$ cat config.mk
export PLATFORM = sky130hd
export DESIGN_NAME = multi_digit_calc_core
export DESIGN_NICKNAME = d
export VERILOG_FILES = /design/src/rtl/calc_pkg.sv /design/src/rtl/bin2bcd_seq.sv /design/src/rtl/multi_digit_calc_core.sv
export SDC_FILE = /design/constraint.sdc
export NUM_CORES = 1
export LEC_CHECK = 0
export CORE_MARGIN = 10
export CORE_UTILIZATION = 45
export CTS_CLUSTER_SIZE = 40
export DETAILED_ROUTE_END_ITERATION = 6
export GPL_TIMING_DRIVEN = 0
export HOLD_SLACK_MARGIN = 0.12
export SLEW_MARGIN = 20
export SYNTH_ARGS = -nofsm -noshare
export SYNTH_HDL_FRONTEND = slang
export SYNTH_SLANG_ARGS = --single-unit
$ cat constraint.sdc
create_clock -name clk -period 6.4 [get_ports clk]
set_clock_uncertainty 0.05 [all_clocks]
set_input_delay 1.28 -clock clk [delete_from_list [all_inputs] [get_ports clk]]
set_output_delay 1.28 -clock clk [all_outputs]
set_load 0.01 [all_outputs]
$ cat src/rtl/calc_pkg.sv
// Shared definitions for the multi-digit calculator core: key codes,
// FSM state encoding, operator encoding and a key-to-operator helper.
package calc_pkg;

  localparam logic [3:0] KEY_ADD = 4'd10;
  localparam logic [3:0] KEY_SUB = 4'd11;
  localparam logic [3:0] KEY_MUL = 4'd12;
  localparam logic [3:0] KEY_EQ  = 4'd13;
  localparam logic [3:0] KEY_CLR = 4'd14;

  typedef enum logic [1:0] {
    S_LEFT  = 2'd0,
    S_RIGHT = 2'd1,
    S_CONV  = 2'd2,
    S_ANS   = 2'd3
  } state_t;

  typedef enum logic [1:0] {
    OP_ADD = 2'd0,
    OP_SUB = 2'd1,
    OP_MUL = 2'd2
  } op_t;

  function automatic op_t key_to_op(input logic [3:0] k);
    case (k)
      KEY_SUB: return OP_SUB;
      KEY_MUL: return OP_MUL;
      default: return OP_ADD;
    endcase
  endfunction

endpackage

$ cat src/rtl/bin2bcd_seq.sv
// Sequential binary-to-BCD converter (shift-add-3, one bit per cycle).
// Ports:
//   clk   - clock
//   rst   - synchronous clear, active high
//   start - load bin and begin an RW-cycle conversion
//   bin   - RW-bit unsigned binary input
//   bcd   - ND packed BCD digits, LSD in [3:0]; final once busy drops
//   busy  - high for the RW cycles following start
//   done  - high during the final conversion cycle, so a consumer can
//           act on the same edge that completes the last shift
module bin2bcd_seq #(
  parameter int RW = 14,
  parameter int ND = 4
) (
  input  logic            clk,
  input  logic            rst,
  input  logic            start,
  input  logic [RW-1:0]   bin,
  output logic [4*ND-1:0] bcd,
  output logic            busy,
  output logic            done
);

  localparam int CNTW = $clog2(RW + 1);

  logic [RW-1:0]   shift_r;
  logic [4*ND-1:0] bcd_r;
  logic [4*ND-1:0] adj;
  logic [CNTW-1:0] cnt;

  // Every digit >= 5 gets +3 before the shift so it carries correctly.
  always_comb begin
    adj = bcd_r;
    for (int i = 0; i < ND; i++) begin
      if (bcd_r[4*i +: 4] >= 4'd5)
        adj[4*i +: 4] = bcd_r[4*i +: 4] + 4'd3;
    end
  end

  always_ff @(posedge clk) begin
    if (rst) begin
      shift_r <= '0;
      bcd_r   <= '0;
      cnt     <= '0;
    end else if (start) begin
      shift_r <= bin;
      bcd_r   <= '0;
      cnt     <= CNTW'(RW);
    end else if (cnt != '0) begin
      bcd_r   <= {adj[4*ND-2:0], shift_r[RW-1]};
      shift_r <= shift_r << 1;
      cnt     <= cnt - 1'b1;
    end
  end

  assign bcd  = bcd_r;
  assign busy = (cnt != '0);
  assign done = (cnt == CNTW'(1));

endmodule

$ cat src/rtl/multi_digit_calc_core.sv
// Calculator core: accumulates two decimal operands from keypad codes,
// computes add / |sub| / mult and hands the binary result to a sequential
// BCD converter for a sign-magnitude display answer.
//
// state   | meaning
// S_LEFT  | entering left operand
// S_RIGHT | operator latched, entering right operand
// S_CONV  | result converting to BCD, keys except clear ignored
// S_ANS   | answer on display, a digit starts a new calculation
//
// Ports:
//   clk, rst          - clock, synchronous active-high reset
//   key, key_valid    - key code (0-9 digit, 10 add, 11 sub, 12 mult,
//                       13 equal, 14 clear) and its one-cycle strobe
//   disp_bcd, disp_neg- 2*DIGITS BCD digits (LSD in [3:0]) and sign
//   op, state         - latched operator, current FSM state
//   busy, done        - converting, one-cycle answer-valid pulse
module multi_digit_calc_core
  import calc_pkg::*;
#(
  parameter int DIGITS = 2,
  parameter int OW     = $clog2(10**DIGITS),
  parameter int RW     = 2*OW
) (
  input  logic                clk,
  input  logic                rst,
  input  logic [3:0]          key,
  input  logic                key_valid,
  output logic [8*DIGITS-1:0] disp_bcd,
  output logic                disp_neg,
  output logic [1:0]          op,
  output logic [2:0]          state,
  output logic                busy,
  output logic                done
);

  localparam int BW = 4*DIGITS;
  localparam int CW = $clog2(DIGITS + 1);

  state_t        cur_state;
  op_t           op_r;
  logic [OW-1:0] left_bin, right_bin;
  logic [BW-1:0] left_bcd, right_bcd;
  logic [CW-1:0] left_cnt, right_cnt;
  logic          neg_r;
  logic          done_r;

  logic          clr_hit, is_digit, is_op;
  logic          conv_start, conv_rst, conv_busy, conv_done;
  logic [RW-1:0] result;
  logic [8*DIGITS-1:0] ans_bcd;

  assign clr_hit    = key_valid && (key == KEY_CLR);
  assign is_digit   = (key <= 4'd9);
  assign is_op      = (key >= KEY_ADD) && (key <= KEY_MUL);
  // The converter loads the combinational result on the same edge the
  // FSM enters S_CONV, so busy is high from the very next cycle.
  assign conv_start = !rst && key_valid && (cur_state == S_RIGHT) && (key == KEY_EQ);
  assign conv_rst   = rst || clr_hit;

  always_comb begin
    result = '0;
    case (op_r)
      OP_ADD:  result = RW'(left_bin) + RW'(right_bin);
      OP_SUB:  result = (left_bin >= right_bin) ? RW'(left_bin - right_bin)
                                                : RW'(right_bin - left_bin);
      OP_MUL:  result = RW'(left_bin) * RW'(right_bin);
      default: result = '0;
    endcase
  end

  bin2bcd_seq #(
    .RW (RW),
    .ND (2*DIGITS)
  ) u_conv (
    .clk   (clk),
    .rst   (conv_rst),
    .start (conv_start),
    .bin   (result),
    .bcd   (ans_bcd),
    .busy  (conv_busy),
    .done  (conv_done)
  );

  always_ff @(posedge clk) begin
    done_r <= 1'b0;
    if (rst || clr_hit) begin
      cur_state <= S_LEFT;
      op_r      <= OP_ADD;
      left_bin  <= '0;
      right_bin <= '0;
      left_bcd  <= '0;
      right_bcd <= '0;
      left_cnt  <= '0;
      right_cnt <= '0;
      neg_r     <= 1'b0;
    end else if (cur_state == S_CONV) begin
      if (conv_done) begin
        cur_state <= S_ANS;
        done_r    <= 1'b1;
      end
    end else if (key_valid) begin
      case (cur_state)
        S_LEFT: begin
          if (is_digit) begin
            if (left_cnt < CW'(DIGITS)) begin
              left_bin <= left_bin * OW'(10) + OW'(key);
              left_bcd <= (left_bcd << 4) | BW'(key);
              left_cnt <= left_cnt + 1'b1;
            end
          end else if (is_op) begin
            op_r      <= key_to_op(key);
            right_bin <= '0;
            right_bcd <= '0;
            right_cnt <= '0;
            cur_state <= S_RIGHT;
          end
        end
        S_RIGHT: begin
          if (is_digit) begin
            if (right_cnt < CW'(DIGITS)) begin
              right_bin <= right_bin * OW'(10) + OW'(key);
              right_bcd <= (right_bcd << 4) | BW'(key);
              right_cnt <= right_cnt + 1'b1;
            end
          end else if (is_op) begin
            if (right_cnt == '0)
              op_r <= key_to_op(key);
          end else if (key == KEY_EQ) begin
            neg_r     <= (op_r == OP_SUB) && (left_bin < right_bin);
            cur_state <= S_CONV;
          end
        end
        S_ANS: begin
          if (is_digit) begin
            left_bin  <= OW'(key);
            left_bcd  <= BW'(key);
            left_cnt  <= CW'(1);
            right_bin <= '0;
            right_bcd <= '0;
            right_cnt <= '0;
            neg_r     <= 1'b0;
            cur_state <= S_LEFT;
          end
        end
        default: ;
      endcase
    end
  end

  always_comb begin
    case (cur_state)
      S_LEFT:  disp_bcd = {{BW{1'b0}}, left_bcd};
      S_ANS:   disp_bcd = ans_bcd;
      default: disp_bcd = {{BW{1'b0}}, right_bcd};
    endcase
  end

  assign disp_neg = (cur_state == S_ANS) && neg_r;
  assign op       = op_r;
  assign state    = {1'b0, cur_state};
  assign busy     = conv_busy;
  assign done     = done_r;

endmodule

# == Word level (Yosys, flattened, before mapping) ==
# Index checks and enable logic that the tools add are counted.
# word_totals
ff_bits,74
latchBits,0
mem_bits_rw,0
rom_bits,0
in_bits,7
out_inout_bits,24
wordCells,162
memories,0
# classes
addsub,12
mul,3
div,0
magnitude_cmp,11
eq_ne,29
n_shift,0
mux,63
n_bitwise,3
reduce_logical,27
# ops
cell,n
2-to-1 mux 8 bit,8
2-to-1 mux 7 bit,8
2-to-1 mux 14 bit,3
2-to-1 mux 2 bit,21
one-hot mux 14 bit (3 select lines),1
one-hot mux 16 bit (2 select lines),1
one-hot mux 8 bit (3 select lines),1
one-hot mux 7 bit (3 select lines),1
2-to-1 mux 4 bit,5
"!= test 2 bit, second input constant",10
"== test 4 bit, second input constant",4
"greater-or-equal comparator 4 x 3 -> 1 bit, second input constant",4
bitwise OR 8 x 4 -> 8 bit,2
one-hot mux 8 bit (2 select lines),1
AND reduction 8 bit,2
subtractor 7 x 7 -> 8 bit,2
adder 7 x 4 -> 7 bit,2
"multiplier 7 x 3 -> 6 bit, second input constant",2
multiplier 7 x 7 -> 14 bit,1
one-hot mux 7 bit (2 select lines),1
"adder 4 x 2 -> 4 bit, second input constant",3
one-hot mux 2 bit (2 select lines),3
one-hot mux 2 bit (3 select lines),2
nonzero test 2 bit,5
30 further kinds,55

# == Longest topological paths before layout ==
# Gate-level depths: netlist of the first run.
# depth
ltp_word,7
mapped_depth,17
ltp_nobuf,17

# == Cells and area by module ==
# Synthesis of the first run repeated with hierarchy kept, for this count alone.
# hier_totals
cells_unflattened,808
hier_area_um2,6522.5
# modules_own_cells
module,instances,cells_per_inst,area_each_um2,seq_area_each_um2
multi_digit_calc_core,1,603,4785.8,760.7
bin2bcd_seq,1,205,1736.7,680.7

# == Worst setup path after synthesis of the first run ==
# OpenSTA, ideal clock, no wires.
# synth_timing
kind,reg2reg
from,register left_bin[3]
to,register u_conv.shift_r[11]
setup_time_ns,0.129
arrival_time_ns,4.174
required_ns,6.221
setup_slack_ns,2.047
stages_incl_launch_ff,17
path_buffers,0
period_less_slack_ns,4.353
path_cell_list,dfxtp_1 ha_1 fa_1 inv_1 fa_1 inv_1 fa_1 inv_1 fa_1 inv_1 ha_1 nand2_1 o31ai_1 a31oi_1 nand2b_1 a31oi_1 o211ai_1
# synth_via
elab_chain_cells,4
elab_cells_between_ends,7
classes_between,add/sub: 2; mul: 1; order compare: 1; mux: 3
# synth_lines
item,line_no,rtl
"start, declared",multi_digit_calc_core.sv:42,"logic [OW-1:0] left_bin, right_bin;"
"start signal, assigned",multi_digit_calc_core.sv:107,left_bin <= left_bin * OW'(10) + OW'(key);
"start signal, assigned",multi_digit_calc_core.sv:136,left_bin <= OW'(key);
"parallel branches: the longest is 2 deep, another holds multiplier 7 x 7 -> 14 bit",-,
one-hot mux 14 bit (3 select lines) *,multi_digit_calc_core.sv:63,case (op_r)
2-to-1 mux 14 bit *,bin2bcd_seq.sv:45,end else if (start) begin
"end signal, assigned",bin2bcd_seq.sv:46,shift_r <= bin;
"end signal, assigned",bin2bcd_seq.sv:51,shift_r <= shift_r << 1;
"end, declared",bin2bcd_seq.sv:26,logic [RW-1:0] shift_r;
# Every way passes the cells marked *.
# A chain may end at the register's enable or synchronous reset.

# == Final worst setup path of the first run ==
# layout_timing
from,register right_bin[1]
to,register u_conv.shift_r[9]
# layout_via
elab_chain_cells,4
elab_cells_between_ends,7
classes_between,add/sub: 2; mul: 1; order compare: 1; mux: 3
# layout_lines
item,line_no,rtl
"start, declared",multi_digit_calc_core.sv:42,
"start signal, assigned",multi_digit_calc_core.sv:122,right_bin <= right_bin * OW'(10) + OW'(key);
"parallel branches: the longest is 2 deep, another holds multiplier 7 x 7 -> 14 bit",-,
one-hot mux 14 bit (3 select lines) *,multi_digit_calc_core.sv:63,
2-to-1 mux 14 bit *,bin2bcd_seq.sv:45,
# Marks and branches as above.

==> results of run 1 <==
-- worst max-delay path, delay by kind of cell, from the launching register on --
family                   cells  cell delay (ns)
buffers and inverters        5             0.57
AO/OA/AOI/OAI                4             0.96
adder cells (fa/ha/maj)      5             2.36
flip-flops                   1             0.47
AND/OR/NAND/NOR              3             0.39
-- registers in the layout, summed over array words and instances, names as in the netlist --
| name | count |
|---|---|
| done | 1 |
| left_bcd | 7 |
| neg_r | 1 |
| right_bcd | 7 |
| left_bin | 7 |
| right_bin | 7 |
| op | 2 |
| u_conv.bcd | 16 |
| u_conv.cnt | 4 |
| u_conv.shift_r | 14 |
| left_cnt | 2 |
| cur_state | 2 |
| right_cnt | 2 |
-- cell usage after synthesis, types with 3 or more instances --
master / count / area share
sky130_fd_sc_hd__a22oi_1: 15 / 0.017
sky130_fd_sc_hd__o211ai_1: 3 / 0.0034
sky130_fd_sc_hd__nand2b_1: 13 / 0.012
sky130_fd_sc_hd__buf_1: 6 / 0.0034
sky130_fd_sc_hd__or2_2: 3 / 0.0028
sky130_fd_sc_hd__xnor2_1: 16 / 0.021
sky130_fd_sc_hd__nor3b_1: 7 / 0.0079
sky130_fd_sc_hd__nand4_1: 5 / 0.0047
sky130_fd_sc_hd__or4_1: 3 / 0.0034
sky130_fd_sc_hd__o21a_1: 4 / 0.0045
sky130_fd_sc_hd__nand3b_1: 3 / 0.0034
sky130_fd_sc_hd__o22ai_1: 7 / 0.0066
sky130_fd_sc_hd__xor2_1: 10 / 0.013
sky130_fd_sc_hd__nor3_1: 15 / 0.011
sky130_fd_sc_hd__a21boi_0: 3 / 0.0034
sky130_fd_sc_hd__clkbuf_1: 26 / 0.015
sky130_fd_sc_hd__a211oi_1: 13 / 0.015
sky130_fd_sc_hd__a31oi_1: 12 / 0.011
sky130_fd_sc_hd__dfxtp_1: 72 / 0.22
sky130_fd_sc_hd__a21o_1: 8 / 0.0090
sky130_fd_sc_hd__mux2i_1: 12 / 0.018
sky130_fd_sc_hd__a21oi_1: 81 / 0.061
sky130_fd_sc_hd__nand3_1: 32 / 0.024
sky130_fd_sc_hd__buf_2: 3 / 0.0023
sky130_fd_sc_hd__nor2b_1: 17 / 0.016
sky130_fd_sc_hd__o31ai_1: 4 / 0.0045
sky130_fd_sc_hd__fa_1: 31 / 0.093
sky130_fd_sc_hd__and2_1: 10 / 0.0094
sky130_fd_sc_hd__ha_1: 80 / 0.15
sky130_fd_sc_hd__nor4_1: 3 / 0.0028
sky130_fd_sc_hd__inv_1: 70 / 0.040
sky130_fd_sc_hd__nor2_1: 82 / 0.046
sky130_fd_sc_hd__o21ai_0: 46 / 0.035
sky130_fd_sc_hd__nand2_1: 97 / 0.055
-- worst max-delay path by stage --
stage / cells past startpoint / start / endpoint
floorplan: 16 / left_bin[3] / u_conv.shift_r[11]
global placement: 17 / right_bin[1] / u_conv.shift_r[9]
detailed placement: 17 / left_bin[1] / u_conv.shift_r[9]
CTS: 17 / right_bin[1] / u_conv.shift_r[9]
global route: 17 / left_bin[1] / u_conv.shift_r[9]
finish: 17 / right_bin[1] / u_conv.shift_r[9]
-- per-layer routing --
metal  vias to the layer above  track usage
li1                       3039            -
met1                      2984        0.270
met2                       201        0.293
met3                        29       0.0344
met4                         0       0.0516
met5                         -            0
-- cell families after synthesis --
family / after synthesis
AO/OA/AOI/OAI: 221
XOR/XNOR: 26
adder cells (fa/ha/maj): 111
buffers and inverters: 108
flip-flops: 72
multiplexers: 14
other: 1
AND/OR/NAND/NOR: 301
-- layout make-up --
class	count	area (µm²)
Tap cell	184	230
Clock inverter	6	68.8
Sequential cell	72	1440
Timing Repair Buffer	29	290
Inverter	71	267
Fill cell	1410	7020
Multi-Input combinational cell	674	4780
Buffer	37	154
Clock buffer	10	229
-- power by group through the flow --
stage	Clock (W)	Combinational [W]	Sequential, W
after detailed placement	0	0.000290	0.000488
after floorplan	0	0.000211	0.000480
after global placement	0	0.000288	0.000487
final	0.000509	0.000295	0.000478
after CTS	0.000516	0.000291	0.000478
after global routing	0.000535	0.000328	0.000479
-- placed cells by master (no fill, tap or decap), drive strengths merged, types with 31 or more instances in the layout --
master	n
nand3	32
a21oi	82
dfxtp	72
fa	31
o21ai	47
nand2	97
ha	80
nor2	82
clkbuf	36
inv	72
-- through the flow --
step | std cells | area (µm²)
final | 1083 | 7460
after floorplan | 854 | 6640
after global routing | 1083 | 7460
after global placement | 1067 | 7160
after CTS | 1083 | 7460
after detailed placement | 1067 | 7160
==> reports/summary.json, run 1 <==
{
  "outcome": "complete, no violations",
  "synth_edf_count": 0,
  "cpPeakStageDelay_ns": 0.55,
  "topmost_layer_with_routed_signal_wires": "met4",
  "grt_start_max_net_pins": 14,
  "area.growth.synth_to_final_pct": 12.3,
  "critPathRequiredTime_ns": 6.55,
  "met2WireLength_mm": 8.72,
  "drt-total-wl_mm": 19.5,
  "hold_violations": 0,
  "synthDistinctLibCells": 67,
  "dominant_combinational_cell_family_by_area_after_synthesis": "adder cells",
  "cts-hold-fix-buffers": 0,
  "worst_hold_slack_ns": 0.409,
  "post_synth_inst_count": 854,
  "setup_viol": 0,
  "power.internal_w": 0.000875,
  "number_of_antenna_violations_at_the_first_check_in_global_routing": 0,
  "power_per_cell_area_nw_per_um2": 172,
  "worst_r2r_path_depth": 17,
  "grt_pass1_wl_mm": 31.4,
  "synth_async_sr_flop_share": 0,
  "crit-reg2reg-launch": "right_bin[1]",
  "switching_share": 0.317,
  "post-cts-setup-buffers": 0,
  "cp_max_fo": 9,
  "worstHoldEndpoint": "right_cnt[0]",
  "layout.nets": 1012,
  "cts_tree": "done",
  "cts_made_buffers": 9,
  "sequentialPowerShare": 0.373,
  "vdd.ir_drop.worst_v": 0.000113,
  "synth-seq-cells": 72,
  "clock_tree.htree_level_count": 3,
  "layout.core_utilization": 0.515,
  "hp-class": "flip-flop to flip-flop",
  "first_global_vias": 5906,
  "ys.warnings.count": 0,
  "globalRoute.totalOverflow": 0,
  "antenna_cells": 0,
  "synth.net_count": 972,
  "synth-main-ff-cell": "sky130_fd_sc_hd__dfxtp_1",
  "die_height_um": 141,
  "crit_top_cell": "sky130_fd_sc_hd__inv_1",
  "p_leak_nw": 3.01,
  "drv_cap": 0,
  "worstPathCellList": "inv_1 > nor2_1 > fa_1 > inv_1 > fa_1 > inv_1 > fa_1 > inv_1 > fa_1 > inv_1 > ha_1 > nand2_1 > o31ai_1 > a31oi_1 > nand2b_1 > a31oi_1 > o21ai_0",
  "power_w": 0.00128,
  "criticalPathCategory": "flip-flop to flip-flop",
  "die_area_um2": 20000,
  "timing.final.ws_setup_ns": 1.46,
  "num_rows": 44,
  "count_of_vias_placed_by_the_detailed_router": 6253,
  "layout_cell_share_with_drive_strength_beyond_1": 0.0334,
  "groute.usage.overall": 0.192,
  "postRouteAntennaNets": 0,
  "drc": 0,
  "clock_insertion_delay_worst_skew_ns": 0.34,
  "place.detailed.hpwl_mm": 15.4,
  "netSwitchingPower_w": 0.000406,
  "fin_setup_tns_ns": 0,
  "timing.max_slew.rel_slack": 0.351,
  "clock_power_share": 0.397,
  "wl_met1_mm": 9.24,
  "period_needed_ns": 4.94,
  "design.core.area_um2": 14500,
  "setup.worst_path.end_class": "flip-flop",
  "timing_worst_slew_pin_value_ns": 0.966,
  "post-place-ws_ns": 1.50,
  "drt_iter0_drc": 635,
  "synthesis.area_um2": 6640,
  "combPwrFrac": 0.230,
  "rsz0062_at_grt": "no",
  "hold_path_startpoint": "right_cnt[0]",
  "route.met3.wl_mm": 1.18,
  "top_level_ports": 31,
  "slew_viol_final": 0,
  "finalWeightedCongestion": 0.964,
  "cts.sink_count": 72,
  "period_share": 0.772,
  "routedWlPerCell_um": 18.0,
  "critical_path.slowest_cell": "sky130_fd_sc_hd__fa_1",
  "fmax_mhz": 202,
  "io_buffer_count": 29,
  "setup.worst_path.start_class": "flip-flop",
  "die_width_um": 141,
  "muxShareOfSynthArea": 0.0215,
  "synth-compound-area-share": 0.206,
  "synth_xor_xnor_area_share": 0.0343,
  "synth_seq_area_share": 0.217,
  "detail_route.first_pass.iterations": 5,
  "area_share_of_and_or_nand_nor_cells_after_synthesis": 0.213,
  "r2r_slack_ns": 1.46,
  "clockBufferDepth": 2,
  "initial_core_util": 0.459,
  "synthesis.area_per_instance_um2": 7.78,
  "timing.rr.end": "u_conv.shift_r[9]",
  "root_buffer": "sky130_fd_sc_hd__clkbuf_16",
  "cts.reportedPaths.clkPinSlew_ns": 0.06,
  "arrival_time_reported_for_the_critical_path_endpoint_ns": 5.09,
  "share_of_synthesized_cell_area_in_full_adder_half_adder_and_majority_cells": 0.244,
  "hold-path-cell-count": 2,
  "cts-resized-gates": 0,
  "viasPerCell": 5.77
}
No activity file was read; power rests on OpenSTA's default activity.
==> run 2: changes to the inputs <==
==> constraint.sdc (replaced) <==
create_clock -name clk -period 4.8 [get_ports clk]
set_clock_uncertainty 0.05 [all_clocks]
set_input_delay 0.96 -clock clk [delete_from_list [all_inputs] [get_ports clk]]
set_output_delay 0.96 -clock clk [all_outputs]
set_load 0.01 [all_outputs]
==> reports/summary.json, run 2 (synthesis results as in run 1) <==
{
  "outcome": "complete, no violations",
  "fin_setup_tns_ns": 0,
  "num_rows": 44,
  "viasPerCell": 5.81,
  "timing_worst_slew_pin_value_ns": 1.01,
  "root_buffer": "sky130_fd_sc_hd__clkbuf_16",
  "antenna_cells": 0,
  "area_after_detailed_placement_um2": 7160,
  "grtUsageMet1": 0.270,
  "crit_top_cell": "sky130_fd_sc_hd__fa_1",
  "worst-path-buf-inv": 3,
  "cts.sink_count": 72,
  "postRouteAntennaNets": 0,
  "post-place-ws_ns": -0.102,
  "design.core.area_um2": 14500,
  "hp-class": "flip-flop to flip-flop",
  "fmax_mhz": 217,
  "place.detailed.hpwl_mm": 15.4,
  "groute.usage.overall": 0.192,
  "hold_violations": 0,
  "clockBufferDepth": 2,
  "routedWlPerCell_um": 18.0,
  "layout_cell_share_with_drive_strength_beyond_1": 0.0456,
  "layout.nets": 1012,
  "drt_iter0_drc": 659,
  "clock_tree.htree_level_count": 3,
  "groute.layer.met3.usage": 0.0344,
  "initial_core_util": 0.459,
  "top_level_ports": 31,
  "cts-hold-fix-buffers": 0,
  "cts_made_buffers": 9,
  "cp_max_fo": 7,
  "power_per_cell_area_nw_per_um2": 229,
  "detail_route.first_pass.iterations": 5,
  "globalRoute.totalOverflow": 0,
  "period_needed_ns": 4.60,
  "cts.reportedPaths.clkPinSlew_ns": 0.06,
  "clock_insertion_delay_worst_skew_ns": 0.34,
  "post-cts-setup-buffers": 0,
  "die_width_um": 141,
  "finalWeightedCongestion": 0.964,
  "vdd.ir_drop.worst_v": 0.000151,
  "first_global_vias": 5909,
  "post-place-cells": 1067,
  "drc": 0,
  "timing.max_slew.rel_slack": 0.320,
  "die_height_um": 141,
  "critPathRequiredTime_ns": 4.95,
  "critical-path-top-delay-family": "adder cells",
  "gr-max-usage-layer": "met2",
  "grt_start_max_net_pins": 14,
  "number_of_antenna_violations_at_the_first_check_in_global_routing": 0,
  "worstPathCellList": "nand2_1 > fa_1 > fa_1 > inv_1 > fa_1 > inv_1 > fa_1 > inv_1 > ha_1 > nand2_1 > o31ai_2 > a31oi_2 > nand2b_1 > a31oi_1 > o21ai_0",
  "cts_tree": "done",
  "setup.worst_path.start_class": "flip-flop",
  "count_of_vias_placed_by_the_detailed_router": 6292,
  "largest_reg_flops": 16,
  "mostFrequentLayoutCells": "sky130_fd_sc_hd__nand2_1 (97), sky130_fd_sc_hd__nor2_1 (82), sky130_fd_sc_hd__a21oi_1 (80), sky130_fd_sc_hd__ha_1 (79), sky130_fd_sc_hd__dfxtp_1 (68)",
  "die_area_um2": 20000,
  "layout.cells.non_filler": 1083,
  "global_route_met2_usage": 0.293,
  "drv_cap": 0,
  "slew_viol_final": 0,
  "criticalPathCategory": "flip-flop to flip-flop",
  "p_leak_nw": 3.01,
  "setup.worst_path.end_class": "flip-flop",
  "timing.final.ws_setup_ns": 0.195,
  "finalInstanceArea_um2": 7490,
  "mostFrequentLayoutCell": "sky130_fd_sc_hd__nand2_1",
  "area.growth.synth_to_final_pct": 12.9,
  "drt-total-wl_mm": 19.5,
  "setup_viol": 0,
  "critical_path.slowest_cell": "sky130_fd_sc_hd__fa_1",
  "grt_pass1_wl_mm": 31.5,
  "period_share": 0.959,
  "arrival_time_reported_for_the_critical_path_endpoint_ns": 4.76,
  "io_buffer_count": 29,
  "cpPeakStageDelay_ns": 0.55
}
==> run 2: cell counts in the layout (fill, tap and decap cells not counted) <==
No cell type changed its count.
==> run 2: worst min-delay path, delay by kind of cell (launching register included) <==
kind / cells / cell delay, ns
AOI/OAI and AO/OA: 1 / 0.05
and+or+nand+nor: 1 / 0.05
DFF: 1 / 0.31
==> run 2: power by group <==
part           switching [W]  internal (W)  total (W)  leakage [nW]
clock               0.000276      0.000405   0.000682         0.143
sequential         0.0000270      0.000612   0.000639         0.583
combinational       0.000244      0.000151   0.000395          2.28
==> run 2: repair_timing <==
item                                   4_1_cts  5_1_grt
endpoints found under the hold margin        0        0
resized for setup                            5        8
setup endpoints to repair                    2        3
==> run 2: path summary, 6_finish.rpt <==
check | end | depth (start not counted) | slack, ns | startpoint
min reg2reg | neg_r | 2 | 0.41 | neg_r
max | u_conv.shift_r[9] | 15 | 0.20 | right_bin[5]
max reg2reg | u_conv.shift_r[9] | 15 | 0.20 | right_bin[5]
min | neg_r | 2 | 0.41 | neg_r
==> run 2: per-stage QoR <==
step	util	total power (W)	hold slack [ns]
floorplan	-	0.000922	0.382
global placement	0.495	0.00103	0.393
detailed placement	0.495	0.00104	0.397
CTS	0.516	0.00171	0.405
global route	0.518	0.00179	0.425
finish	0.518	0.00172	0.407
==> run 2: routing by layer <==
| layer | up-vias | share of wire |
|---|---|---|
| met4 | 0 | 0.017 |
| met2 | 213 | 0.45 |
| li1 | 3046 | - |
| met3 | 34 | 0.061 |
| met5 | - | 0 |
| met1 | 2999 | 0.47 |
==> run 2: cell type report <==
| cell class | count | area [µm²] |
|---|---|---|
| buffer | 37 | 154 |
| clock buffer | 10 | 229 |
| clock inverter | 6 | 68.8 |
| fill | 1411 | 6990 |
| inverter | 71 | 269 |
| multi-input combinational | 674 | 4810 |
| sequential | 72 | 1450 |
| tap | 184 | 230 |
| timing repair buffer | 29 | 290 |
==> run 3: changes to the inputs <==
--- a/config.mk
+++ b/config.mk
@@ -11,6 +11,7 @@
 export DETAILED_ROUTE_END_ITERATION = 6
 export GPL_TIMING_DRIVEN = 0
 export HOLD_SLACK_MARGIN = 0.12
+export RECOVER_POWER = 50
 export SLEW_MARGIN = 20
 export SYNTH_ARGS = -nofsm -noshare
 export SYNTH_HDL_FRONTEND = slang
==> reports/summary.json, run 3 (synthesis results as in run 1) <==
{
  "outcome": "complete, no violations",
  "grtUsageMet1": 0.270,
  "power_per_cell_area_nw_per_um2": 229,
  "viasPerCell": 5.79,
  "fmax_mhz": 217,
  "globalRoute.totalOverflow": 0,
  "critical-path-top-delay-family": "adder cells",
  "setup_viol": 0,
  "num_rows": 44,
  "cpPeakStageDelay_ns": 0.55,
  "layout_cell_share_with_drive_strength_beyond_1": 0.0456,
  "layout.nets": 1012,
  "cts-hold-fix-buffers": 0,
  "drc": 0,
  "root_buffer": "sky130_fd_sc_hd__clkbuf_16",
  "period_share": 0.960,
  "antenna_cells": 0,
  "grt_pass1_wl_mm": 31.5,
  "crit-reg2reg-launch": "right_bin[5]",
  "cts_tree": "done",
  "groute.usage.overall": 0.192,
  "layout.area.seq_um2": 1450,
  "postRouteAntennaNets": 0,
  "cts.reportedPaths.clkPinSlew_ns": 0.06,
  "crit_start": "right_bin[5]",
  "die_area_um2": 20000,
  "critical_path.slowest_cell": "sky130_fd_sc_hd__fa_1",
  "crit_top_cell": "sky130_fd_sc_hd__fa_1",
  "arrival_time_reported_for_the_critical_path_endpoint_ns": 4.76,
  "first_global_vias": 5909,
  "die_height_um": 141,
  "worstPathCellList": "nand2_1 > fa_1 > fa_1 > inv_1 > fa_1 > inv_1 > fa_1 > inv_1 > ha_1 > nand2_1 > o31ai_2 > a31oi_2 > nand2b_1 > a31oi_1 > o21ai_0",
  "hold_violations": 0,
  "setup.worst_path.end_class": "flip-flop",
  "finalInstanceArea_um2": 7490,
  "largest_reg_flops": 16,
  "count_of_vias_placed_by_the_detailed_router": 6267,
  "slew_viol_final": 0,
  "area_after_detailed_placement_um2": 7160,
  "mostFrequentLayoutCells": "sky130_fd_sc_hd__nand2_1 (97), sky130_fd_sc_hd__nor2_1 (82), sky130_fd_sc_hd__a21oi_1 (80), sky130_fd_sc_hd__ha_1 (79), sky130_fd_sc_hd__dfxtp_1 (68)",
  "clockBufferDepth": 2,
  "top_level_ports": 31,
  "clock_tree.htree_level_count": 3,
  "hp-class": "flip-flop to flip-flop",
  "criticalPathCategory": "flip-flop to flip-flop",
  "vdd.ir_drop.worst_v": 0.000150,
  "timing.max_slew.rel_slack": 0.308,
  "critPathRequiredTime_ns": 4.95,
  "initial_core_util": 0.459,
  "gr-max-usage-layer": "met2",
  "timing_worst_slew_pin_value_ns": 1.03,
  "worst-path-buf-inv": 3,
  "period_needed_ns": 4.61,
  "post-cts-setup-buffers": 0,
  "routedWlPerCell_um": 18.0,
  "global_route_met2_usage": 0.293,
  "area.growth.synth_to_final_pct": 12.9,
  "drt_iter0_drc": 652,
  "cts.sink_count": 72,
  "p_leak_nw": 3.03,
  "drv_cap": 0,
  "drt-total-wl_mm": 19.5,
  "cts_made_buffers": 9,
  "design.core.area_um2": 14500,
  "die_width_um": 141,
  "setup.worst_path.start_class": "flip-flop",
  "hold_path_startpoint": "right_cnt[0]",
  "groute.layer.met3.usage": 0.0344,
  "number_of_antenna_violations_at_the_first_check_in_global_routing": 0,
  "grt_start_max_net_pins": 14,
  "mostFrequentLayoutCell": "sky130_fd_sc_hd__nand2_1",
  "finalWeightedCongestion": 0.964,
  "detail_route.first_pass.iterations": 5,
  "worst_hold_slack_ns": 0.407,
  "cp_max_fo": 7,
  "n_fill_cell": 1411,
  "clock_insertion_delay_worst_skew_ns": 0.34,
  "io_buffer_count": 29,
  "multi_input_area_um2": 4810,
  "place.detailed.hpwl_mm": 15.4
}
==> run 3: cell count changes in the layout (fill, tap and decap cells not counted), sizes merged <==
cell,change
dlygate4sd3,+7
clkbuf,+3
buf,-3
clkdlybuf4s50,-7
==> run 3: per-layer routing <==
metal	routed length [µm]	up-vias	share of wire
li1	-	3049	-
met1	9170	2984	0.47
met2	8830	207	0.45
met3	1180	27	0.061
met4	323	0	0.017
met5	0	-	0
==> run 3: power breakdown <==
part / leakage [nW] / internal (W) / switching (W)
clock network: 0.143 / 0.000405 / 0.000274
logic: 2.30 / 0.000150 / 0.000245
registers: 0.583 / 0.000612 / 0.0000268
total: 3.03 / 0.00117 / 0.000546
==> run 3: worst register-to-register path, cell delays in order, from the launching register on <==
cell and delay [ns]:
sky130_fd_sc_hd__dfxtp_1 0.52, sky130_fd_sc_hd__nand2_1 0.13, sky130_fd_sc_hd__fa_1 0.53, sky130_fd_sc_hd__fa_1 0.55, sky130_fd_sc_hd__inv_1 0.06, sky130_fd_sc_hd__fa_1 0.52
sky130_fd_sc_hd__inv_1 0.05, sky130_fd_sc_hd__fa_1 0.54, sky130_fd_sc_hd__inv_1 0.06, sky130_fd_sc_hd__ha_1 0.34, sky130_fd_sc_hd__nand2_1 0.10, sky130_fd_sc_hd__o31ai_2 0.34
sky130_fd_sc_hd__a31oi_2 0.19, sky130_fd_sc_hd__nand2b_1 0.20, sky130_fd_sc_hd__a31oi_1 0.20, sky130_fd_sc_hd__o21ai_0 0.10
==> run 3: final timing paths <==
check	slack, ns	endpoint	depth (start not counted)
worst min register to register	0.41	right_cnt[0]	2
worst max-delay path	0.19	u_conv.shift_r[9]	15
worst max register to register	0.19	u_conv.shift_r[9]	15
worst min-delay path	0.41	right_cnt[0]	2
==> run 3: through the flow <==
step | TNS (ns) | total power [W] | std cells | setup slack (ns) | utilization
3_5_place_dp | -0.183 | 0.00104 | 1067 | -0.102 | 0.495
3_3_place_gp | -0.152 | 0.00103 | 1067 | -0.0802 | 0.495
2_1_floorplan | 0 | 0.000922 | 854 | 0.447 | -
6_report | 0 | 0.00171 | 1083 | 0.192 | 0.518
4_1_cts | 0 | 0.00171 | 1083 | 0.0234 | 0.516
5_1_grt | -0.0304 | 0.00179 | 1083 | -0.0185 | 0.518
==> run 3: area by class of cell <==
cell class | count | area share
buffer | 37 | 0.0205
clock buffer | 10 | 0.0306
clock inverter | 6 | 0.00918
inverter | 71 | 0.0359
multi-input combinational | 674 | 0.641
sequential | 72 | 0.193
tap | 184 | 0.0307
timing repair buffer | 29 | 0.0387
==> run 3: repair_timing <==
action | 4_1_cts | 5_1_grt
pin swaps | 0 | 0
setup endpoints to repair | 2 | 3
gates resized for setup | 5 | 8
